[config.mk]
export PLATFORM = sky130hd
export DESIGN_NAME = pe_psum_accumulator
export DESIGN_NICKNAME = d
export VERILOG_FILES = /design/src/rtl/pe_psum_accumulator.sv
export SDC_FILE = /design/constraint.sdc
export NUM_CORES = 1
export LEC_CHECK = 0
export ABC_AREA = 1
export BUFFER_PORTS_ARGS = -buffer_cell sky130_fd_sc_hd__buf_2
export CELL_PAD_IN_SITES_DETAIL_PLACEMENT = 2
export CELL_PAD_IN_SITES_GLOBAL_PLACEMENT = 2
export CORE_MARGIN = 2
export CORE_UTILIZATION = 29
export DETAILED_ROUTE_END_ITERATION = 8
export GPL_TIMING_DRIVEN = 0
export PLACE_DENSITY = 0.73
export RECOVER_POWER = 100
export SLEW_MARGIN = 10
export SYNTH_ARGS = -nofsm -noshare
export SYNTH_HDL_FRONTEND = slang
export SYNTH_SLANG_ARGS = --single-unit
export TNS_END_PERCENT = 100
[constraint.sdc]
create_clock -name i_clk -period 2.07 [get_ports i_clk]
set_input_delay 0.1035 -clock i_clk [delete_from_list [all_inputs] [get_ports i_clk]]
set_output_delay 0.1035 -clock i_clk [all_outputs]
set_load 0.01 [all_outputs]
[src/rtl/pe_psum_accumulator.sv]
// Saturating accumulator for PE adder-tree partial sums. Sums a programmed
// number of signed terms and hands the result downstream over valid/ready.
module pe_psum_accumulator #(
    parameter int IN_W  = 21,
    parameter int ACC_W = 32,
    parameter int CNT_W = 8
) (
    input  logic                    i_clk,
    input  logic                    i_rst,
    input  logic                    i_start,
    input  logic [CNT_W-1:0]        i_len,
    input  logic                    i_psum_valid,
    input  logic signed [IN_W-1:0]  i_psum,
    output logic                    o_busy,
    output logic                    o_acc_valid,
    input  logic                    i_acc_ready,
    output logic signed [ACC_W-1:0] o_acc,
    output logic                    o_sat
);

    typedef enum logic [1:0] {
        S_IDLE = 2'd0,
        S_ACC  = 2'd1,
        S_DONE = 2'd2
    } state_t;

    localparam logic signed [ACC_W-1:0] ACC_MAX = {1'b0, {(ACC_W-1){1'b1}}};
    localparam logic signed [ACC_W-1:0] ACC_MIN = {1'b1, {(ACC_W-1){1'b0}}};

    state_t                  state_q, state_d;
    logic signed [ACC_W-1:0] acc_q, acc_d;
    logic signed [ACC_W-1:0] res_q, res_d;
    logic [CNT_W-1:0]        cnt_q, cnt_d;
    logic                    sat_q, sat_d;
    logic                    valid_q, valid_d;
    logic                    busy_q, busy_d;

    logic signed [ACC_W:0]   sum_wide;
    logic                    ovf;
    logic signed [ACC_W-1:0] sum_sat;

    // One extra bit of headroom: overflow shows up as the top two bits disagreeing.
    always_comb begin
        sum_wide = {acc_q[ACC_W-1], acc_q}
                 + {{(ACC_W+1-IN_W){i_psum[IN_W-1]}}, i_psum};
        ovf      = sum_wide[ACC_W] ^ sum_wide[ACC_W-1];
        if (!ovf)
            sum_sat = sum_wide[ACC_W-1:0];
        else if (sum_wide[ACC_W])
            sum_sat = ACC_MIN;
        else
            sum_sat = ACC_MAX;
    end

    always_comb begin
        state_d = state_q;
        acc_d   = acc_q;
        res_d   = res_q;
        cnt_d   = cnt_q;
        sat_d   = sat_q;
        valid_d = valid_q;
        case (state_q)
            S_IDLE: begin
                if (i_start) begin
                    acc_d = '0;
                    sat_d = 1'b0;
                    if (i_len != '0) begin
                        cnt_d   = i_len;
                        state_d = S_ACC;
                    end else begin
                        res_d   = '0;
                        valid_d = 1'b1;
                        state_d = S_DONE;
                    end
                end
            end
            S_ACC: begin
                if (i_psum_valid) begin
                    acc_d = sum_sat;
                    sat_d = sat_q | ovf;
                    cnt_d = cnt_q - CNT_W'(1);
                    if (cnt_q == CNT_W'(1)) begin
                        res_d   = sum_sat;
                        valid_d = 1'b1;
                        state_d = S_DONE;
                    end
                end
            end
            S_DONE: begin
                if (i_acc_ready) begin
                    valid_d = 1'b0;
                    state_d = S_IDLE;
                end
            end
            default: state_d = S_IDLE;
        endcase
        busy_d = (state_d != S_IDLE);
    end

    always_ff @(posedge i_clk or posedge i_rst) begin
        if (i_rst) begin
            state_q <= S_IDLE;
            acc_q   <= '0;
            res_q   <= '0;
            cnt_q   <= '0;
            sat_q   <= 1'b0;
            valid_q <= 1'b0;
            busy_q  <= 1'b0;
        end else begin
            state_q <= state_d;
            acc_q   <= acc_d;
            res_q   <= res_d;
            cnt_q   <= cnt_d;
            sat_q   <= sat_d;
            valid_q <= valid_d;
            busy_q  <= busy_d;
        end
    end

    assign o_busy      = busy_q;
    assign o_acc_valid = valid_q;
    assign o_acc       = res_q;
    assign o_sat       = sat_q;

endmodule
# Yosys cells after proc, flatten, opt, wreduce, memory -nomap -nowiden
# Index checks and enable logic that the tools add are counted.
classes:
  add_sub_neg: 2
  n_eq_ne: 9
  n_mux: 29
  bitwise_logic: 2
  reduce_logical: 9
op_table:
  columns: ["operator", "count"]
  rows:
  - ["32-bit two-way mux", 8]
  - ["32-bit one-hot mux with 2 select lines", 2]
  - ["32-bit by 21-bit adder with 33-bit output", 1]
  - ["8-bit two-way mux", 3]
  - ["8-bit one-hot mux with 2 select lines", 1]
  - ["2-bit != test (second input constant)", 6]
  - ["2-bit two-way mux", 5]
  - ["8-bit by 1-bit == test with 1-bit output (second input constant)", 1]
  - ["8-bit nonzero test", 1]
  - ["8-bit by 1-bit subtractor with 8-bit output (second input constant)", 1]
  - ["1-bit two-way mux", 7]
  - ["2-bit one-hot mux with 3 select lines", 1]
  - ["6-bit AND reduction", 1]
  - ["5-bit AND reduction", 1]
  - ["4-bit AND reduction", 1]
  - ["2-bit nonzero test", 2]
  - ["1-bit one-hot mux with 3 select lines", 1]
  - ["3-bit AND reduction", 1]
  - ["3-bit nonzero test", 1]
  - ["2-bit by 1-bit == test with 1-bit output (second input constant)", 1]
  - ["2-bit == test (second input constant)", 1]
  - ["2-bit logical NOT", 1]
  - ["1-bit one-hot mux with 2 select lines", 1]
  - ["1-bit OR", 1]
  - ["1-bit bitwise XOR", 1]
word_totals:
  register_bits: 77

# Logic depth before layout (Yosys ltp)
depth:
  depth_word: 6
  ltp_mapped: 17
  ltp_nobuf: 16

# Least setup slack after synthesis
# No wires, ideal clock.
synth_path:
  path_type: "reg-to-reg"
  start: "register acc_q[0]"
  end: "register acc_q[30]"
  setup_ns: 0.067
  arrival_ns: 2.190
  path_slack_ns: -0.186
  stages_incl_launch_ff: 17
  n_path_buf: 1
  synth_period_minus_slack_ns: 2.256
  cell_sequence: "dfrtp_1 -> ha_1 -> fa_1 -> nand2_1 -> nand2_1 -> nand3_2 -> nand2_2 -> nand2_1 -> nand2_2 -> nand2_2 -> nand2_1 -> nand2_1 -> nand2_2 -> a21oi_4 -> buf_6 -> nand3_1 -> nand2_1"
synth_between:
  elab_chain_cells: 5
synth_lines:
  columns: ["item", "line_no", "source"]
  rows:
  - ["start: declaration", "31", "logic signed [ACC_W-1:0] acc_q, acc_d;"]
  - ["start signal: assignment", "103", "acc_q <= '0;"]
  - ["start signal: assignment", "111", "acc_q <= acc_d;"]
  - ["32-bit by 21-bit adder with 33-bit output *", "45", "+ {{(ACC_W+1-IN_W){i_psum[IN_W-1]}}, i_psum};"]
  - ["32-bit two-way mux / 1-bit bitwise XOR (equally long branches)", "49, 46", null]
  - ["32-bit two-way mux *", "47", "if (!ovf)"]
  - ["32-bit two-way mux *", "78", "if (i_psum_valid) begin"]
  - ["32-bit one-hot mux with 2 select lines *", "62", "case (state_q)"]
# Mark *: on every way between the ends. The rest lies on a longest branch, timed or not. The select of a mux whose other input is x is not followed.
# A chain may end at the register's enable or synchronous reset.

# Worst setup path in the final report
layout_path:
  start: "register acc_q[11]"
  end: "register res_q[30], in the netlist o_acc[30]"
layout_between:
  elab_chain_cells: 6
layout_lines:
  columns: ["item", "line_no", "source"]
  rows:
  - ["32-bit by 21-bit adder with 33-bit output *", "45", null]
  - ["32-bit two-way mux / 1-bit bitwise XOR (equally long branches)", "49, 46", null]
  - ["32-bit two-way mux *", "47", null]
  - ["32-bit two-way mux *", "82", "if (cnt_q == CNT_W'(1)) begin"]
  - ["32-bit two-way mux *", "78", null]
  - ["32-bit one-hot mux with 2 select lines *", "62", null]
  - ["end signal: assignment", "112", "res_q <= res_d;"]
  - ["end: declaration", "32", "logic signed [ACC_W-1:0] res_q, res_d;"]
# Marks and branches as above.

==> impl_metrics.ini <==
[timing]
min_period_over_period_pct = 126.5
setup_viol = 65
final.setup.tns_ns = -26.62
skew_ns = 0.01111
hold_violations = 0
period_minus_slack_ns = 2.619
worstMarginPinSlew_ns = 1.152
worst_hold_slack_ns = 0.04589
rsz0062_at_grt = true
fmax_mhz = 381.8
slew_headroom_pct = 22.78
worst_slack_ns = -0.5490
drv_slew = 0

[synth]
synth.distinct_cells = 33
ys_ff_latch = 77
synth_area_leaders = dfrtp_1 33%, nand2_1 22%, nand3_1 9.6%
ys_warn_count = 0
yosysSeqAreaShare_pct = 33.35
synth_top_cell_area_share_pct = 33.35
yosysMostFrequentCell = nand2_1
synth_flop_cell = dfrtp_1
syn_nets = 943
syn_inst = 874
synth_common_cells = 343 x nand2_1, 111 x nand3_1, 91 x inv_1
synthArstFlopShare_pct = 100.0
synth_enable_flop_cells = 0
synth.largest_area_cell = dfrtp_1
synth.cell_area_sq_mm = 0.005777
syn_avg_cell_area_sq_um = 6.610

[route]
wl_met1_mm = 10.44
postRouteAntennaNets = 0
dr_wl_met3_microns = 634
vias = 6266
wl_met2_mm = 12.47
top_layer_used = met4
dr.pass1.iters = 4
wl_per_cell_microns = 18.99
drt_iter0_markers = 228
drt-total-wl_mm = 23.93
drcViolationCount = 0
vias_per_cell = 4.973

[pwr]
power_leakage_uw = 0.004089
powerDensity_mw_per_mm2 = 1962
ir_drop_uv = 563.0

[clocking]
clockBufferDepth = 2
cts.htree.levels = 3
cts_root_buf = clkbuf_16
clock_latency_ns = 0.35
cts.sinks = 77
cts_made_buffers = 9
cts_tree = yes
path_clk_slew_ns = 0.06

[critical_path]
critical_path_required_ns = 2.35
end_kind = register
critPathKind = reg -> reg
r2r_setup_slack_ns = -0.55
ff2ff_path_depth = 14
crit_end = o_acc[30]
r2r-end = o_acc[30]
timing.critical_path.from = acc_q[11]
slowest_delay_ns = 0.38
r2r-start = acc_q[11]
arrival_ns = 2.90
cp_max_fo = 7
crit_slowest_cell = dfrtp_1
path_cells = ha_1 > nand2_1 > nor2_1 > a21oi_1 > nand2_2 > nand2_4 > nand2_1 > nand2_1 > nand2_2 > a21oi_4 > buf_12 > clkbuf_16 > nand3_1 > nand2_1
start_kind = register
cpMostUsedCell = nand2_1

[final_layout]
num-fill-cells = 2328
final-seq-area_sq_mm = 0.001928
syn2layout_area_growth_pct = 37.93
multi_input_area_sq_mm = 0.004081
antenna_cells = 0
layout-drive-gt1-share_pct = 25.33
utilization_pct = 40.80
final_nets = 1059

[grt]
grt_usage_pct = 21.30
grt_pass1_wl_mm = 35.78
antenna_found_initial = 0
grt_pass1_vias = 6761
overflow = 0
grt_start_max_net_pins = 33

[placement]
dp_slack_ns = -0.6966
io_buffer_count = 68
place_congestion = 0.8269
dpl.hpwl_mm = 16.66

[status]
violations = setup timing
status = complete, but fails checks

[min_path]
min_from = i_len[1]
hp-class = in -> reg

[floorplanning]
dieArea_sq_mm = 0.02107
rows = 51
die_h_microns = 145.1
initial_utilization_pct = 29.58
ios = 69
core_area_sq_mm = 0.01953
die_w_microns = 145.1

[run]
maxCapViolations = 0
==> cell usage in the layout (no fill, tap or decap), drive strengths merged, types with 17 or more instances in the layout <==
cell    count
ha         34
nor2       65
nand3     112
inv        94
nand2     351
clkbuf     59
o21ai      17
buf        82
dfrtp      77
a21oi      40
==> sequential cells by signal (all words and copies together) (netlist names) <==
signal	count
state_q	2
o_acc	32
o_busy	1
o_sat	1
cnt_q	8
acc_q	32
o_acc_valid	1
==> critical path: cells and delay by family (launching register included) <==
family | cells | cell delay, ns
AOI/OAI and AO/OA | 2 | 0.43
adders and majority gates | 1 | 0.35
buffers and inverters | 2 | 0.34
DFF | 1 | 0.38
and+or+nand+nor | 9 | 1.01
==> repair_timing <==
action / 4_1_cts / 5_1_grt
endpoints found under the hold margin: 19 / 0
pin swaps: 13 / 48
setup endpoints to repair: 71 / 74
setup buffers: 11 / 18
resized for setup: 91 / 101
hold buffers: 1 / 0
cloned: 2 / 4
==> per-stage QoR <==
step                std cells  area (sq um)  total power (uW)
floorplan                 874          5793              8090
finish                   1260          7968             15630
global placement         1207          6465             10360
detailed placement       1209          6505             10590
global route             1260          7968             16860
CTS                      1238          7373             13820
==> how the worst min path moves through the flow <==
stage	end	slack (ns)	cells after the start
after floorplan	state_q[0]	0.26	2
after global placement	cnt_q[1]	0.40	3
after detailed placement	cnt_q[1]	0.22	2
after CTS	cnt_q[1]	0.05	3
after global routing	cnt_q[6]	0.09	3
final	cnt_q[1]	0.05	3
==> area by class of cell <==
| class | count | share of cell area [%] |
|---|---|---|
| buffer | 25 | 3.046 |
| clock buffer | 11 | 3.172 |
| clock inverter | 5 | 1.021 |
| inverter | 95 | 4.538 |
| multi-input combinational | 676 | 51.22 |
| sequential | 77 | 24.20 |
| tap | 265 | 4.161 |
| timing repair buffer | 106 | 8.637 |
==> where the power goes <==
| group | internal, uW | leakage [uW] | switching [uW] | total, uW |
|---|---|---|---|---|
| Combinational | 4470 | 0.00299 | 6590 | 11100 |
| Sequential | 2210 | 0.000942 | 535 | 2750 |
| Clock | 1130 | 0.000162 | 700 | 1830 |
==> routing by layer <==
metal,vias to the layer above,global-route usage (%)
li1,3004,-
met4,0,4.755
met5,-,0
met3,20,2.862
met1,3160,27.03
met2,82,38.48
==> logic make-up (layout without fill, tap and decap cells) <==
group | after synthesis | in the layout | share of synthesized area, %
AO/OA/AOI/OAI | 74 | 74 | 7.559
XOR/XNOR | 18 | 18 | 2.729
AND/OR/NAND/NOR | 549 | 549 | 39.72
adder cells (fa/ha/maj) | 35 | 35 | 7.711
flip-flops | 77 | 77 | 33.36
buffers and inverters | 121 | 242 | 8.923
No activity file was read; power rests on OpenSTA's default activity.
